`config.mk`:
```
export PLATFORM = sky130hd
export DESIGN_NAME = imm_gen_stage
export DESIGN_NICKNAME = d
export VERILOG_FILES = /design/src/rtl/imm_gen_stage.sv
export SDC_FILE = /design/constraint.sdc
export NUM_CORES = 1
export LEC_CHECK = 0
export ABC_AREA = 1
export CAP_MARGIN = 20
export CORE_ASPECT_RATIO = 1.1
export CORE_MARGIN = 2
export CORE_UTILIZATION = 45
export DETAILED_ROUTE_END_ITERATION = 10
export GPL_TIMING_DRIVEN = 0
export PLACE_DENSITY = 0.79
export SYNTH_ARGS = -nofsm -noshare
export SYNTH_HDL_FRONTEND = slang
export SYNTH_SLANG_ARGS = --single-unit
export TNS_END_PERCENT = 100
```
`constraint.sdc`:
```
create_clock -name clk -period 3 [get_ports clk]
set_clock_uncertainty 0.1 [all_clocks]
set_input_delay 0.75 -clock clk [delete_from_list [all_inputs] [get_ports clk]]
set_output_delay 0.75 -clock clk [all_outputs]
set_load 0.02 [all_outputs]
```
`src/rtl/imm_gen_stage.sv`:
```
// imm_gen_stage
//
// Immediate-generation stage between fetch and decode. Each accepted
// instruction is classified by opcode/funct3, its immediate is extended to
// XLEN, and the PC-relative target (B, J, AUIPC) is precomputed. Results sit
// in a DEPTH-entry valid/ready FIFO so fetch and decode stall independently.
//
// Parameters:
//   XLEN   datapath width, 32 or 64
//   DEPTH  FIFO entries, power of two, 2..8
//
// Ports:
//   clk, rst_n (synchronous, active-low), flush (synchronous)
//   in_valid/in_ready/in_instr/in_pc       upstream handshake and payload
//   out_valid/out_ready                    downstream handshake
//   out_instr/out_pc/out_imm/out_fmt/out_target/out_illegal  head entry
//   count                                  current occupancy
//
// Build option:
//   IMM_GEN_ZIMM_EN  when defined, SYSTEM opcode with funct3 101/110/111 is
//                    decoded as format Z (zero-extended CSR uimm). Otherwise
//                    every SYSTEM instruction is format I.

module imm_gen_stage #(
    parameter int XLEN  = 32,
    parameter int DEPTH = 2
) (
    input  logic                      clk,
    input  logic                      rst_n,
    input  logic                      flush,
    input  logic                      in_valid,
    output logic                      in_ready,
    input  logic [31:0]               in_instr,
    input  logic [XLEN-1:0]           in_pc,
    output logic                      out_valid,
    input  logic                      out_ready,
    output logic [31:0]               out_instr,
    output logic [XLEN-1:0]           out_pc,
    output logic [XLEN-1:0]           out_imm,
    output logic [2:0]                out_fmt,
    output logic [XLEN-1:0]           out_target,
    output logic                      out_illegal,
    output logic [$clog2(DEPTH):0]    count
);

    localparam int PW = $clog2(DEPTH);
    localparam int CW = PW + 1;

    localparam logic [2:0] FMT_NONE = 3'd0;
    localparam logic [2:0] FMT_I    = 3'd1;
    localparam logic [2:0] FMT_I_SH = 3'd2;
    localparam logic [2:0] FMT_S    = 3'd3;
    localparam logic [2:0] FMT_B    = 3'd4;
    localparam logic [2:0] FMT_U    = 3'd5;
    localparam logic [2:0] FMT_J    = 3'd6;
`ifdef IMM_GEN_ZIMM_EN
    localparam logic [2:0] FMT_Z    = 3'd7;
`endif

    localparam logic [6:0] OP_IMM    = 7'b0010011;
    localparam logic [6:0] OP_LOAD   = 7'b0000011;
    localparam logic [6:0] OP_JALR   = 7'b1100111;
    localparam logic [6:0] OP_STORE  = 7'b0100011;
    localparam logic [6:0] OP_BRANCH = 7'b1100011;
    localparam logic [6:0] OP_LUI    = 7'b0110111;
    localparam logic [6:0] OP_AUIPC  = 7'b0010111;
    localparam logic [6:0] OP_JAL    = 7'b1101111;
    localparam logic [6:0] OP_SYSTEM = 7'b1110011;

    typedef struct packed {
        logic [31:0]     instr;
        logic [XLEN-1:0] pc;
        logic [XLEN-1:0] imm;
        logic [XLEN-1:0] target;
        logic [2:0]      fmt;
        logic            illegal;
    } entry_t;

    logic [6:0]      opcode;
    logic [2:0]      funct3;
    logic [2:0]      dec_fmt;
    logic [XLEN-1:0] dec_imm;
    logic            dec_illegal;
    logic            dec_has_tgt;
    entry_t          new_entry;

    assign opcode = in_instr[6:0];
    assign funct3 = in_instr[14:12];

    always_comb begin
        dec_fmt     = FMT_NONE;
        dec_imm     = '0;
        dec_illegal = 1'b0;
        dec_has_tgt = 1'b0;
        case (opcode)
            OP_IMM: begin
                if (funct3 == 3'b001 || funct3 == 3'b101) begin
                    // shift amount only; instr[30] selects SRL/SRA, not part of imm
                    dec_fmt = FMT_I_SH;
                    if (XLEN == 64) begin
                        dec_imm = {{(XLEN-6){1'b0}}, in_instr[25:20]};
                    end else begin
                        dec_imm = {{(XLEN-5){1'b0}}, in_instr[24:20]};
                    end
                end else begin
                    dec_fmt = FMT_I;
                    dec_imm = {{(XLEN-11){in_instr[31]}}, in_instr[30:20]};
                end
            end
            OP_LOAD, OP_JALR: begin
                dec_fmt = FMT_I;
                dec_imm = {{(XLEN-11){in_instr[31]}}, in_instr[30:20]};
            end
            OP_STORE: begin
                dec_fmt = FMT_S;
                dec_imm = {{(XLEN-11){in_instr[31]}}, in_instr[30:25], in_instr[11:7]};
            end
            OP_BRANCH: begin
                dec_fmt     = FMT_B;
                dec_has_tgt = 1'b1;
                dec_imm     = {{(XLEN-12){in_instr[31]}}, in_instr[7], in_instr[30:25],
                               in_instr[11:8], 1'b0};
            end
            OP_LUI, OP_AUIPC: begin
                dec_fmt     = FMT_U;
                dec_has_tgt = (opcode == OP_AUIPC);
                // upper bits beyond the shift are sign copies, so shifting them out is harmless
                dec_imm     = {{(XLEN-20){in_instr[31]}}, in_instr[31:12]} << 12;
            end
            OP_JAL: begin
                dec_fmt     = FMT_J;
                dec_has_tgt = 1'b1;
                dec_imm     = {{(XLEN-20){in_instr[31]}}, in_instr[19:12], in_instr[20],
                               in_instr[30:21], 1'b0};
            end
            OP_SYSTEM: begin
`ifdef IMM_GEN_ZIMM_EN
                if (funct3 == 3'b101 || funct3 == 3'b110 || funct3 == 3'b111) begin
                    dec_fmt = FMT_Z;
                    dec_imm = {{(XLEN-5){1'b0}}, in_instr[19:15]};
                end else begin
                    dec_fmt = FMT_I;
                    dec_imm = {{(XLEN-11){in_instr[31]}}, in_instr[30:20]};
                end
`else
                dec_fmt = FMT_I;
                dec_imm = {{(XLEN-11){in_instr[31]}}, in_instr[30:20]};
`endif
            end
            default: begin
                dec_illegal = 1'b1;
            end
        endcase
    end

    always_comb begin
        new_entry.instr   = in_instr;
        new_entry.pc      = in_pc;
        new_entry.imm     = dec_imm;
        new_entry.fmt     = dec_fmt;
        new_entry.illegal = dec_illegal;
        new_entry.target  = dec_has_tgt ? (in_pc + dec_imm) : '0;
    end

    // FIFO
    entry_t          mem_q [DEPTH];
    entry_t          mem_d [DEPTH];
    logic [PW-1:0]   wr_ptr_q, wr_ptr_d;
    logic [PW-1:0]   rd_ptr_q, rd_ptr_d;
    logic [CW-1:0]   count_q, count_d;
    logic            push;
    logic            pop;

    // in_ready depends only on stored occupancy, never on out_ready
    assign in_ready  = (count_q != CW'(DEPTH));
    assign out_valid = (count_q != '0);
    assign push      = in_valid && in_ready && !flush;
    assign pop       = out_valid && out_ready && !flush;

    always_comb begin
        mem_d = mem_q;
        if (push) begin
            mem_d[wr_ptr_q] = new_entry;
        end
    end

    always_comb begin
        wr_ptr_d = wr_ptr_q;
        rd_ptr_d = rd_ptr_q;
        count_d  = count_q;
        if (flush) begin
            wr_ptr_d = '0;
            rd_ptr_d = '0;
            count_d  = '0;
        end else begin
            if (push) wr_ptr_d = wr_ptr_q + PW'(1);
            if (pop)  rd_ptr_d = rd_ptr_q + PW'(1);
            case ({push, pop})
                2'b10:   count_d = count_q + CW'(1);
                2'b01:   count_d = count_q - CW'(1);
                default: count_d = count_q;
            endcase
        end
    end

    always_ff @(posedge clk) begin
        if (!rst_n) begin
            wr_ptr_q <= '0;
            rd_ptr_q <= '0;
            count_q  <= '0;
            for (int i = 0; i < DEPTH; i++) begin
                mem_q[i] <= '0;
            end
        end else begin
            wr_ptr_q <= wr_ptr_d;
            rd_ptr_q <= rd_ptr_d;
            count_q  <= count_d;
            mem_q    <= mem_d;
        end
    end

    assign out_instr   = mem_q[rd_ptr_q].instr;
    assign out_pc      = mem_q[rd_ptr_q].pc;
    assign out_imm     = mem_q[rd_ptr_q].imm;
    assign out_fmt     = mem_q[rd_ptr_q].fmt;
    assign out_target  = mem_q[rd_ptr_q].target;
    assign out_illegal = mem_q[rd_ptr_q].illegal;
    assign count       = count_q;

endmodule

```
After elaboration in Yosys (flattened, before gate mapping). Cells that the tools add are included.

$add $sub $neg: 5. Magnitude comparators: 3. Eq/ne operators: 14. Multiplexer cells: 14. Bitwise operators: 3. Reductions and logical operators: 14.

Operators by type and width (count): $mux 132 (4); $bwmux 264 (1); $pmux 32 s6 (1); $demux 132 s1 (1); $mux 32 (2); $add 32x32->32 (1); $eq 7x7->1 const B (4); $pmux 3 s6 (1); $eq 7x5->1 const B (2); $eq 7x6->1 const B (2); $reduce_or 9->1 (1); $eq 7x2->1 const B (1); $reduce_or 2->1 (3); $logic_and 1x1->1 (5); $ge 2x2->1 const B (2); $not 1->2 (2); $pmux 2 s2 (1); $reduce_bool 2->1 (2); $eq 3x1->1 const B (1); $eq 3x3->1 const B (1); $reduce_or 3->1 (1); $add 1x1->1 const B (2); $add 2x1->2 const B (1); $eq 2x1->1 const B (1); 10 further kinds (10).

Flip-flop bits (word level): 268. Bits of input ports: 69. Output and inout port bits: 136. Word-level logic and storage cells: 68.

Logic depth before layout (Yosys ltp).
Word-level depth: 7. Mapped depth: 21. Depth with buffers taken out: 21.

Least setup slack after synthesis. Ideal clock, no wire load.

Path type: input to register. Start point: input in_instr[1]. End point: register mem_q[151] (netlist bit). Setup time: 0.128 ns. Arrival time: 2.993 ns. Required time: 2.772 ns. Path slack: -0.222 ns. Stages on the path: 18. Path buffers: 1. Path through: nand2_2 nor2_1 nand2_1 nand3_2 or3_1 buf_4 nand3_2 inv_1 ha_1 nand2_1 inv_1 a21oi_1 nand2_1 nand2_1 nand2_1 or2_2 nand3_1 a21oi_1.

Cells in the longest elaborated chain, start to end: 6.

RTL lines: from (decl) (RTL line 33) `input logic [31:0] in_instr,`; $eq 7x7->1, or another cell as far along (RTL line 95) `case (opcode)`; $reduce_or 3->1 (no source line) or $reduce_or 2->1 (tied branches); $pmux 32 s6 (*) (RTL line 95); via dec_imm[6] (RTL line 82) `logic [XLEN-1:0] dec_imm;`; $add 32x32->32 (*) (RTL line 162) `new_entry.target = dec_has_tgt ? (in_pc + dec_imm) : '0;`; $mux 32 (*) (RTL line 162); $bwmux 264 (*) (RTL line 183) `mem_d[wr_ptr_q] = new_entry;`; to (signal assigned) (RTL line 218) `mem_q <= mem_d;`; to (decl) (RTL line 166) `entry_t mem_q [DEPTH];`.

Mark *: on every way through the listed nets, which the timed path passes. The rest lies on a longest branch. A chain may end at the register's enable or synchronous reset.

Worst setup path after layout.
Start point: input in_instr[6]. End point: register mem_q[151] (netlist bit).

The elaborated chain is that of the path after synthesis.

==> results.py <==
metrics = {
    "floorplanning": {
        "core_um2": 29600,
        "die_area_um2": 31600,
        "start_util_pct": 45.9,
        "rows": 66,
        "fp.dieH_um": 186,
        "num_io_pins": 205,
        "die_w_um": 170,
    },
    "critical_path": {
        "cp.required_ns": 3.35,
        "critical-path-top-delay-family": "simple AND/OR/NAND/NOR gates",
        "rr_startpoint": "count[0]$_SDFFE_PP0P_",
        "r2r-end": "mem_q[206]$_SDFFE_PN0P_",
        "reg2reg_slack_ns": 0.71,
        "crit_slowest_cell": "or2_2",
        "slowest_delay_ns": 0.30,
        "crit_top_cell": "nand2_4",
        "critPathKind": "in2reg",
        "cp-end-kind": "register",
        "arrival_ns": 3.39,
        "path_depth": 18,
        "startpoint_type": "primary input",
        "ff2ff_path_depth": 9,
        "crit_chain": "buf_8, nand2_4, nor2_4, nand2_4, buf_4, buf_4, buf_4, o2111ai_4, ha_4, nand2_4, inv_1, nand2_2, inv_1, a21oi_2, nand2_4, or2_2, nand3_2, a21oi_1",
        "worst-path-buf-inv": 6,
        "worst-path-max-fanout": 5,
    },
    "yosys": {
        "ys_warn_count": 0,
        "synth_area_um2": 13600,
        "syn_avg_cell_area_um2": 6.66,
        "syn_nets": 2142,
        "yosysSeqAreaShare_pct": 39.5,
        "synth_seq_cells": 268,
        "synth_compound_area_share_pct": 24.8,
        "synth-adder-area-share_pct": 3.09,
        "yosys-mux-area-fraction_pct": 0,
        "synthSimpleGateAreaFrac_pct": 22.0,
        "synth_cells": 2040,
        "synth_cell_type_count": 40,
        "synth_top_family_by_area": "compound AO/OA/AOI/OAI gates",
        "synthXorXnorAreaFrac_pct": 0,
    },
    "final_layout": {
        "fin_nets": 2437,
        "nFillCells": 2448,
        "final_common_cell": "nand2_1",
        "finalInstanceArea_um2": 19200,
        "final_cell_mix": "nand2_1 (461), o21ai_0 (299), dfxtp_1 (267)",
        "syn2layout_area_growth_pct": 41.5,
        "final_layout_size_suffix_gt1_share_pct": 22.2,
    },
    "routing": {
        "viasPerCell": 5.77,
        "drc": 0,
        "first_iter_violations": 1751,
        "finalWirelength_um": 53600,
        "dr.pass1.iters": 8,
        "antenna_left": 0,
        "wire_per_inst_um": 19.6,
        "vias": 15800,
    },
    "placed_design": {
        "hpwl_um": 37100,
        "pre_cts_ws_ns": -1.40,
        "gp_congestion": 0.932,
        "io_buffers": 203,
        "place_area_um2": 16300,
    },
    "global_routing": {
        "antenna_found_initial": 3,
        "grt_pass1_wl_um": 78700,
        "grt_max_degree": 16,
        "grt_pass1_vias": 14600,
        "grtUsageTotal_pct": 31.3,
        "grt-ovfl-total": 0,
    },
    "power_and_ir_drop": {
        "power_density_nw_per_um2": 456,
        "finalPower_mw": 8.76,
        "p_leak_nw": 8.44,
        "vdd_drop_max_mv": 0.371,
    },
    "cts": {
        "clock_latency_ns": 0.58,
        "cts_buffers": 29,
        "cts_buffer_depth": 3,
        "numClockSinks": 268,
        "cts_hold_buffers": 0,
        "clk_pin_slew_ns": 0.06,
        "cts_root_buffer": "clkbuf_16",
        "cts_max_level": 1,
        "cts_tree": "yes",
    },
    "timing": {
        "fin_crit_ns": 3.04,
        "fin_crit_sh_pct": 101,
        "setup_viol": 6,
        "final_hold_viol_count": 0,
        "max_freq_mhz": 329,
        "max_slew_margin_pct": 38.6,
        "rsz0062_at_grt": "yes",
        "worst_pin_slew_ns": 0.921,
        "fin_hold_ws_ns": 0.345,
        "maxSlewViolCount": 0,
        "postLayoutSetupSlackWorst_ns": -0.0419,
    },
    "hold_path": {
        "min-delay-start": "in_instr[1]",
        "hold_path_end": "mem_q[101]$_SDFFE_PN0P_",
        "min_path_cells": 3,
        "min_path_type": "in2reg",
    },
    "status": {
        "violations": "setup timing",
        "outcome": "finished with violations",
    },
    "job": {
        "cap_violations": 0,
    },
}
==> cell families after synthesis <==
| group | after synthesis |
|---|---|
| compound gates | 649 |
| fa+ha+maj | 33 |
| buf+inv | 367 |
| flops | 268 |
| simple gates | 723 |
==> synthesized netlist by cell type, drive strengths merged <==
library cell	number	area [um^2]
nand4	10	62.6
clkinv	1	3.75
or2	7	43.8
nor3	9	45.0
buf	42	221
a211oi	1	7.51
a21boi	6	45.0
or3	1	6.26
o21bai	32	240
nor3b	1	7.51
a21o	1	7.51
o21a	1	7.51
nor2	62	252
nand2	551	2090
clkbuf	82	308
nand3b	6	45.0
o2111ai	1	8.76
a21oi	280	1410
o21ai	325	1630
inv	242	908
fa	1	20.0
o211ai	2	20.0
nand3	74	433
dfxtp	268	5370
nor4	2	12.5
ha	32	400
==> report_power, final <==
| group | internal [mW] | switching, mW |
|---|---|---|
| sequential | 3.70 | 0.0515 |
| clock | 1.99 | 1.55 |
| combinational | 0.527 | 0.943 |
| total | 6.22 | 2.54 |
==> layout make-up <==
type / count / area (um^2) / area share (%)
diodes: 2 / 5.00 / 0.0260
plain buffers: 122 / 602 / 3.13
clock buffers: 41 / 821 / 4.27
clock inverters: 10 / 103 / 0.533
inverters: 243 / 948 / 4.93
multi-input cells: 1406 / 8550 / 44.4
flip-flops and latches: 268 / 5370 / 27.9
well taps: 374 / 468 / 2.43
repair buffers: 265 / 2370 / 12.3
==> through the flow <==
stage / setup TNS [ns] / std cells / util (%)
3_5_place_dp: -129.23 / 2617 / 55.0
3_3_place_gp: -129.03 / 2617 / 55.0
4_1_cts: -0.0608 / 2703 / 62.1
6_report: -0.141 / 2731 / 64.9
5_1_grt: -1.33 / 2731 / 64.9
2_1_floorplan: -0.216 / 2040 / -
==> worst register-to-register path: cells and delay by family (launching register included) <==
| family | cells | cell delay (ns) |
|---|---|---|
| compound gates | 2 | 0.34 |
| buf+inv | 4 | 1.15 |
| flops | 1 | 0.35 |
| simple gates | 3 | 0.27 |
==> state kept, by name, indices dropped and copies added, names as in the netlist <==
| name | cells |
|---|---|
| count | 2 |
| mem_q | 264 |
| wr_ptr_q | 1 |
| rd_ptr_q | 1 |
==> how the worst max path moves through the flow <==
stage	startpoint	to	slack, ns
finish	in_instr[6]	mem_q[151]$_SDFFE_PN0P_	-0.04
global placement	in_instr[12]	mem_q[34]$_SDFFE_PN0P_	-1.32
CTS	in_instr[1]	mem_q[32]$_SDFFE_PN0P_	-0.04
floorplan	in_instr[4]	mem_q[166]$_SDFFE_PN0P_	-0.04
global route	in_instr[6]	mem_q[151]$_SDFFE_PN0P_	-0.10
detailed placement	in_instr[6]	mem_q[146]$_SDFFE_PN0P_	-1.40
==> timing repair <==
item,in CTS,in global routing
buffers inserted,35,26
setup endpoints to repair,191,135
resized for setup,525,271
gates cloned,2,0
pin swaps,65,92
==> routing by layer <==
| layer | vias to the layer above | global-route usage (%) | share of wire, % |
|---|---|---|---|
| met5 | - | 0 | 0 |
| met4 | 0 | 16.6 | 6.4 |
| met3 | 238 | 4.45 | 9.1 |
| met2 | 938 | 51.4 | 46 |
| met1 | 7358 | 39.8 | 38 |
| li1 | 7232 | - | - |
No activity file was read; power rests on OpenSTA's default activity.
